$ cat config.mk
export PLATFORM = sky130hd
export DESIGN_NAME = dsp_fft_peak_det
export DESIGN_NICKNAME = d
export VERILOG_FILES = /design/src/rtl/dsp_fft_peak_det_pkg.sv /design/src/rtl/dsp_fft_peak_det_cplx_mag2.sv /design/src/rtl/dsp_fft_peak_det.sv
export SDC_FILE = /design/constraint.sdc
export NUM_CORES = 2
export LEC_CHECK = 0
export CAP_MARGIN = 10
export CORE_MARGIN = 5
export CORE_UTILIZATION = 30
export CTS_CLUSTER_DIAMETER = 200
export DETAILED_ROUTE_END_ITERATION = 10
export GPL_ROUTABILITY_DRIVEN = 1
export HOLD_SLACK_MARGIN = 0.15
export MAX_ROUTING_LAYER = met4
export SYNTH_ARGS = -nofsm -noshare
export SYNTH_HDL_FRONTEND = slang
export SYNTH_SLANG_ARGS = --single-unit
$ cat constraint.sdc
create_clock -name clk -period 7.01 [get_ports clk]
set_input_delay 0.701 -clock clk [delete_from_list [all_inputs] [get_ports clk]]
set_output_delay 0.701 -clock clk [all_outputs]
set_load 0.02 [all_outputs]
$ cat src/rtl/dsp_fft_peak_det_pkg.sv
// rtl/dsp_fft_peak_det_pkg.sv - shared defaults and tracker state type for the FFT peak detector
// Purpose: default widths/latencies shared by the detector and its magnitude pipeline,
//          plus the peak tracker state encoding.
// Ports:   none (package).
package dsp_fft_peak_det_pkg;

  localparam int DATA_W_DEF      = 16;
  localparam int N_DEF           = 8;
  localparam int MUL_LATENCY_DEF = 2;
  localparam int ADD_LATENCY_DEF = 2;

  typedef enum logic {
    TRK_IDLE = 1'b0,
    TRK_ACC  = 1'b1
  } trk_state_t;

endpackage

$ cat src/rtl/dsp_fft_peak_det_cplx_mag2.sv
// rtl/dsp_fft_peak_det_cplx_mag2.sv - pipelined re^2+im^2 with a sideband tag
// Purpose: squares both halves of a packed {re,im} sample, sums them unsigned, and carries
//          a valid bit plus tag through exactly MUL_LATENCY+ADD_LATENCY register stages.
// Ports:   clk, rst_n          clock, synchronous active-low reset
//          i_data/i_vld/i_tag  packed complex sample, its valid and tag
//          o_mag/o_vld/o_tag   magnitude squared, valid and tag (held while o_vld=0)
module dsp_fft_peak_det_cplx_mag2
  import dsp_fft_peak_det_pkg::*;
#(
  parameter int DATA_W      = DATA_W_DEF,
  parameter int MUL_LATENCY = MUL_LATENCY_DEF,
  parameter int ADD_LATENCY = ADD_LATENCY_DEF,
  parameter int TAG_W       = 3
) (
  input  logic                  clk,
  input  logic                  rst_n,
  input  logic [2*DATA_W-1:0]   i_data,
  input  logic                  i_vld,
  input  logic [TAG_W-1:0]      i_tag,
  output logic [2*DATA_W-1:0]   o_mag,
  output logic                  o_vld,
  output logic [TAG_W-1:0]      o_tag
);

  localparam int PW = 2 * DATA_W;

  logic signed [DATA_W-1:0] w_re;
  logic signed [DATA_W-1:0] w_im;
  logic signed [PW-1:0]     w_re_x;
  logic signed [PW-1:0]     w_im_x;
  logic signed [PW-1:0]     w_sq_re;
  logic signed [PW-1:0]     w_sq_im;

  assign w_re   = i_data[PW-1:DATA_W];
  assign w_im   = i_data[DATA_W-1:0];
  // Sign-extend first so the product is computed at full 2W precision.
  assign w_re_x = {{DATA_W{w_re[DATA_W-1]}}, w_re};
  assign w_im_x = {{DATA_W{w_im[DATA_W-1]}}, w_im};
  assign w_sq_re = w_re_x * w_re_x;
  assign w_sq_im = w_im_x * w_im_x;

  logic [PW-1:0]          r_sq_re [MUL_LATENCY];
  logic [PW-1:0]          r_sq_im [MUL_LATENCY];
  logic [TAG_W-1:0]       r_mtag  [MUL_LATENCY];
  logic [MUL_LATENCY-1:0] r_mvld;

  logic [PW-1:0]          r_sum   [ADD_LATENCY];
  logic [TAG_W-1:0]       r_atag  [ADD_LATENCY];
  logic [ADD_LATENCY-1:0] r_avld;

  logic [PW-1:0]          w_sum_in  [ADD_LATENCY];
  logic [TAG_W-1:0]       w_atag_in [ADD_LATENCY];
  logic [ADD_LATENCY-1:0] w_avld_in;

  always_comb begin
    w_avld_in    = '0;
    // Both squares are <= 2^(2W-2), so the unsigned sum never wraps.
    w_sum_in[0]  = r_sq_re[MUL_LATENCY-1] + r_sq_im[MUL_LATENCY-1];
    w_atag_in[0] = r_mtag[MUL_LATENCY-1];
    w_avld_in[0] = r_mvld[MUL_LATENCY-1];
    for (int i = 1; i < ADD_LATENCY; i++) begin
      w_sum_in[i]  = r_sum[i-1];
      w_atag_in[i] = r_atag[i-1];
      w_avld_in[i] = r_avld[i-1];
    end
  end

  always_ff @(posedge clk) begin
    if (!rst_n) begin
      for (int i = 0; i < MUL_LATENCY; i++) begin
        r_sq_re[i] <= '0;
        r_sq_im[i] <= '0;
        r_mtag[i]  <= '0;
      end
      r_mvld <= '0;
      for (int i = 0; i < ADD_LATENCY; i++) begin
        r_sum[i]  <= '0;
        r_atag[i] <= '0;
      end
      r_avld <= '0;
    end else begin
      r_sq_re[0] <= w_sq_re;
      r_sq_im[0] <= w_sq_im;
      r_mtag[0]  <= i_tag;
      r_mvld[0]  <= i_vld;
      for (int i = 1; i < MUL_LATENCY; i++) begin
        r_sq_re[i] <= r_sq_re[i-1];
        r_sq_im[i] <= r_sq_im[i-1];
        r_mtag[i]  <= r_mtag[i-1];
        r_mvld[i]  <= r_mvld[i-1];
      end
      for (int i = 0; i < ADD_LATENCY; i++) begin
        r_avld[i] <= w_avld_in[i];
        // The last stage only loads on valid so the output holds across gaps.
        if ((i != ADD_LATENCY - 1) || w_avld_in[i]) begin
          r_sum[i]  <= w_sum_in[i];
          r_atag[i] <= w_atag_in[i];
        end
      end
    end
  end

  assign o_mag = r_sum[ADD_LATENCY-1];
  assign o_tag = r_atag[ADD_LATENCY-1];
  assign o_vld = r_avld[ADD_LATENCY-1];

endmodule

$ cat src/rtl/dsp_fft_peak_det.sv
// rtl/dsp_fft_peak_det.sv - per-bin |X[k]|^2 stream and per-frame peak detector
// Purpose: tags each incoming FFT bin with its index, computes its magnitude squared,
//          and reports the strongest bin (lowest index on ties) once per N-bin frame.
// Ports:   clk, rst_n                    clock, synchronous active-low reset
//          din, din_vld                  packed {re,im} bin in natural order, valid
//          mag_dout, mag_idx, mag_vld    per-bin magnitude stream
//          peak_mag, peak_idx, peak_vld  frame peak, 1-cycle update pulse
module dsp_fft_peak_det
  import dsp_fft_peak_det_pkg::*;
#(
  parameter  int DATA_W      = DATA_W_DEF,
  parameter  int N           = N_DEF,
  parameter  int MUL_LATENCY = MUL_LATENCY_DEF,
  parameter  int ADD_LATENCY = ADD_LATENCY_DEF,
  localparam int IDX_W       = $clog2(N)
) (
  input  logic                clk,
  input  logic                rst_n,
  input  logic [2*DATA_W-1:0] din,
  input  logic                din_vld,
  output logic [2*DATA_W-1:0] mag_dout,
  output logic [IDX_W-1:0]    mag_idx,
  output logic                mag_vld,
  output logic [2*DATA_W-1:0] peak_mag,
  output logic [IDX_W-1:0]    peak_idx,
  output logic                peak_vld
);

  localparam logic [IDX_W-1:0] LAST_BIN = IDX_W'(N - 1);

  logic [IDX_W-1:0] r_bin_cnt;

  always_ff @(posedge clk) begin
    if (!rst_n) begin
      r_bin_cnt <= '0;
    end else if (din_vld) begin
      r_bin_cnt <= (r_bin_cnt == LAST_BIN) ? '0 : r_bin_cnt + 1'b1;
    end
  end

  logic [2*DATA_W-1:0] w_mag;
  logic [IDX_W-1:0]    w_mag_idx;
  logic                w_mag_vld;

  dsp_fft_peak_det_cplx_mag2 #(
    .DATA_W      (DATA_W),
    .MUL_LATENCY (MUL_LATENCY),
    .ADD_LATENCY (ADD_LATENCY),
    .TAG_W       (IDX_W)
  ) u_mag2 (
    .clk    (clk),
    .rst_n  (rst_n),
    .i_data (din),
    .i_vld  (din_vld),
    .i_tag  (r_bin_cnt),
    .o_mag  (w_mag),
    .o_vld  (w_mag_vld),
    .o_tag  (w_mag_idx)
  );

  assign mag_dout = w_mag;
  assign mag_idx  = w_mag_idx;
  assign mag_vld  = w_mag_vld;

  trk_state_t          r_state;
  logic [2*DATA_W-1:0] r_cur_max;
  logic [IDX_W-1:0]    r_cur_idx;
  logic [2*DATA_W-1:0] r_peak_mag;
  logic [IDX_W-1:0]    r_peak_idx;
  logic                r_peak_vld;

  logic                w_take;
  logic [2*DATA_W-1:0] w_nxt_max;
  logic [IDX_W-1:0]    w_nxt_idx;

  // First bin of a frame loads unconditionally; later bins need a strict win,
  // which keeps the lowest index on ties.
  always_comb begin
    w_take    = (r_state == TRK_IDLE) || (w_mag > r_cur_max);
    w_nxt_max = w_take ? w_mag : r_cur_max;
    w_nxt_idx = w_take ? w_mag_idx : r_cur_idx;
  end

  always_ff @(posedge clk) begin
    if (!rst_n) begin
      r_state    <= TRK_IDLE;
      r_cur_max  <= '0;
      r_cur_idx  <= '0;
      r_peak_mag <= '0;
      r_peak_idx <= '0;
      r_peak_vld <= 1'b0;
    end else begin
      r_peak_vld <= 1'b0;
      if (w_mag_vld) begin
        if (w_mag_idx == LAST_BIN) begin
          // Final bin: publish and return to IDLE so a back-to-back bin 0 reloads.
          r_peak_mag <= w_nxt_max;
          r_peak_idx <= w_nxt_idx;
          r_peak_vld <= 1'b1;
          r_state    <= TRK_IDLE;
        end else begin
          r_cur_max <= w_nxt_max;
          r_cur_idx <= w_nxt_idx;
          r_state   <= TRK_ACC;
        end
      end
    end
  end

  assign peak_mag = r_peak_mag;
  assign peak_idx = r_peak_idx;
  assign peak_vld = r_peak_vld;

endmodule

==> flow_summary.json <==
{
  "hold_ws_ns": 0.4282,
  "nets": 3950,
  "avgRoutedWirePerCell_um": 13.64,
  "routed_wl_um": 61400,
  "syn_area_um2": 29080,
  "cts-root-buf": "clkbuf_16",
  "io_pins": 107,
  "die_h_um": 321.4,
  "grt_pass1_wl_um": 103700,
  "worstSetupPathType": "input pin to flop",
  "finalHoldViolCount": 0,
  "end_kind": "flop",
  "worst_pin_slew_ns": 0.9065,
  "htree_levels": 1,
  "antenna_found_initial": 0,
  "drtPass1Iterations": 5,
  "syn_inst": 3039,
  "die_w_um": 321.4,
  "ys_warn_count": 0,
  "worstPathArrival_ns": 6.99,
  "finalCritPeriodShare_pct": 94.41,
  "vias": 19470,
  "overflow": 0,
  "hp-class": "flop to flop",
  "drive_above_1_share_pct": 5.922,
  "clk_latency_ns": 0.53,
  "synth_top_area_share_pct": 32.21,
  "relSlewSlack_pct": 39.57,
  "clock.fmax_ghz": 0.1511,
  "holdPathEnd": "u_mag2.r_sq_re[0][34]",
  "maxCapViolations": 0,
  "clock_skew_ns": 0.01504,
  "drt_iter0_drc": 1017,
  "whs_path_depth": 1,
  "drc_errors": 0,
  "worstReg2RegEnd": "u_mag2.r_sum[0][31]",
  "portBuffers": 106,
  "area_delta_synth_final_pct": 13.87,
  "drv_slew": 0,
  "cpLargestDelayFamily": "adder cells",
  "synth_edf_count": 70,
  "diodes": 0,
  "clk_pin_slew_ns": 0.06,
  "timing.final.ws_setup_ns": 0.3920,
  "critPathMaxFanout": 9,
  "std_cell_rows": 114,
  "ys_types": 59,
  "grt_usage_pct": 12.39,
  "path_buf_inv": 10,
  "cp.required_ns": 7.38,
  "cp_common_cell": "inv_1",
  "gp_congestion": 0.8527,
  "post-cts-setup-buffers": 0,
  "syn_avg_cell_area_um2": 9.570,
  "core_um2": 96420,
  "pre_cts_ws_ns": -0.2417,
  "ant_nets": 0,
  "ys_ff_latch": 279,
  "cts_tree": "yes",
  "ff2ff_setup_slack_ns": 3.46,
  "postCtsHoldBufs": 0,
  "fin_crit_ns": 6.618,
  "start_util_pct": 30.16,
  "synth-main-ff-cell": "dfxtp_1",
  "rsz0062_at_grt": "no",
  "min_from": "u_mag2.r_sq_re[0][2]",
  "setup_viol": 0,
  "grt_max_degree": 144,
  "crit_path_top_delay_cell": "clkdlybuf4s50_1",
  "grt_pass1_vias": 20570,
  "cts_buffers": 29,
  "synth_area_leaders": "fa_1 32%, dfxtp_1 14%, ha_1 10%, inv_1 9.0%, edfxtp_1 7.2%",
  "cts_buffer_depth": 3,
  "slowest_delay_ns": 0.59,
  "r2r-start": "u_mag2.r_sq_re[0][37]",
  "synth-seq-area-share_pct": 21.61,
  "start_kind": "input pin",
  "worst-r2r-cell-count": 10,
  "status": "completed",
  "ys_top_cells_by_count": "695 x inv_1, 468 x fa_1, 250 x nand2_1, 244 x ha_1, 209 x dfxtp_1",
  "routed_via_density": 4.326,
  "synthArstFlopShare_pct": 0,
  "yosysMostFrequentCell": "inv_1",
  "dieArea_um2": 103300,
  "yosysTopAreaCell": "fa_1",
  "clkSinkCount": 279,
  "place_hpwl_um": 51620
}
==> cell type report <==
class / count / area (µm²)
clock buffer: 44 / 843.3
clock inverter: 9 / 46.29
fill: 9876 / 63310
inverter: 697 / 2616
multi-input combinational: 1969 / 19670
sequential: 279 / 6286
tap: 1276 / 1597
timing repair buffer: 227 / 2058
==> logic make-up after synthesis <==
logic type	Yosys count	synth area share [%]
buffers and inverters	825	11.24
AND/OR/NAND/NOR	731	12.08
adder cells (fa/ha/maj)	712	42.71
AO/OA/AOI/OAI	321	6.888
flip-flops	279	21.61
XOR/XNOR	93	2.801
multiplexers	77	2.654
other	1	0.01289
==> metal layers <==
layer	share of wire (%)	vias to the layer above	GRT usage (%)	wire length, µm
met3	2.6	54	0.8935	1574
met1	46	9597	16.13	27970
met5	0	-	-	0
met4	1.5	0	1.737	927
li1	-	9575	-	-
met2	50	245	21.84	30930
==> flip-flops by register name, indices dropped and copies added, names as in the netlist, 3 cells and up <==
register and flops:
u_mag2.r_sq_im 62, peak_idx 3, u_mag2.r_mtag 6, u_mag2.r_sq_re 62
u_mag2.r_atag 6, r_cur_max 32, r_bin_cnt 3, u_mag2.r_sum 64
r_cur_idx 3, peak_mag 32
==> stage by stage <==
| step | TNS [ns] | instances | area [µm²] | util (%) |
|---|---|---|---|---|
| floorplan | 0 | 3073 | 29210 | - |
| global placement | -0.3533 | 4448 | 32230 | 33.42 |
| detailed placement | -0.4012 | 4448 | 32230 | 33.42 |
| CTS | 0 | 4501 | 33120 | 34.34 |
| global route | 0 | 4501 | 33120 | 34.35 |
| finish | 0 | 4501 | 33120 | 34.35 |
==> what timing repair did <==
action                     4_1_cts  5_1_grt
setup endpoints to repair        0        2
resized for setup                0        1
hold endpoints to repair         0        0
==> placed cells by master, fill, tap and decap left out, types with 35 or more instances in the layout <==
| cell | netlist | layout |
|---|---|---|
| inv_1 | 695 | 695 |
| a21o_1 | 47 | 47 |
| conb_1 | 1 | 35 |
| fa_1 | 468 | 468 |
| ha_1 | 244 | 244 |
| xnor2_1 | 66 | 66 |
| a21oi_1 | 100 | 100 |
| mux2i_1 | 76 | 76 |
| dfxtp_1 | 209 | 209 |
| nor2_1 | 160 | 159 |
| clkdlybuf4s50_1 | 0 | 105 |
| buf_4 | 35 | 114 |
| o21ai_0 | 76 | 76 |
| edfxtp_1 | 70 | 70 |
| and2_1 | 190 | 190 |
| nand2_1 | 250 | 250 |
==> worst max path at each step <==
stage / startpoint / end / cells after the start
3_3_place_gp: din[24] / u_mag2.r_sq_re[0][30] / 25
5_1_grt: din[19] / u_mag2.r_sq_re[0][30] / 23
4_1_cts: din[24] / u_mag2.r_sq_re[0][30] / 25
2_1_floorplan: din[5] / u_mag2.r_sq_im[0][27] / 24
3_5_place_dp: din[24] / u_mag2.r_sq_re[0][30] / 25
6_report: din[24] / u_mag2.r_sq_re[0][30] / 25
Power is left out: the tool's default activity adds up to more than one toggle a clock period on the data nets, which glitch-free logic cannot reach.
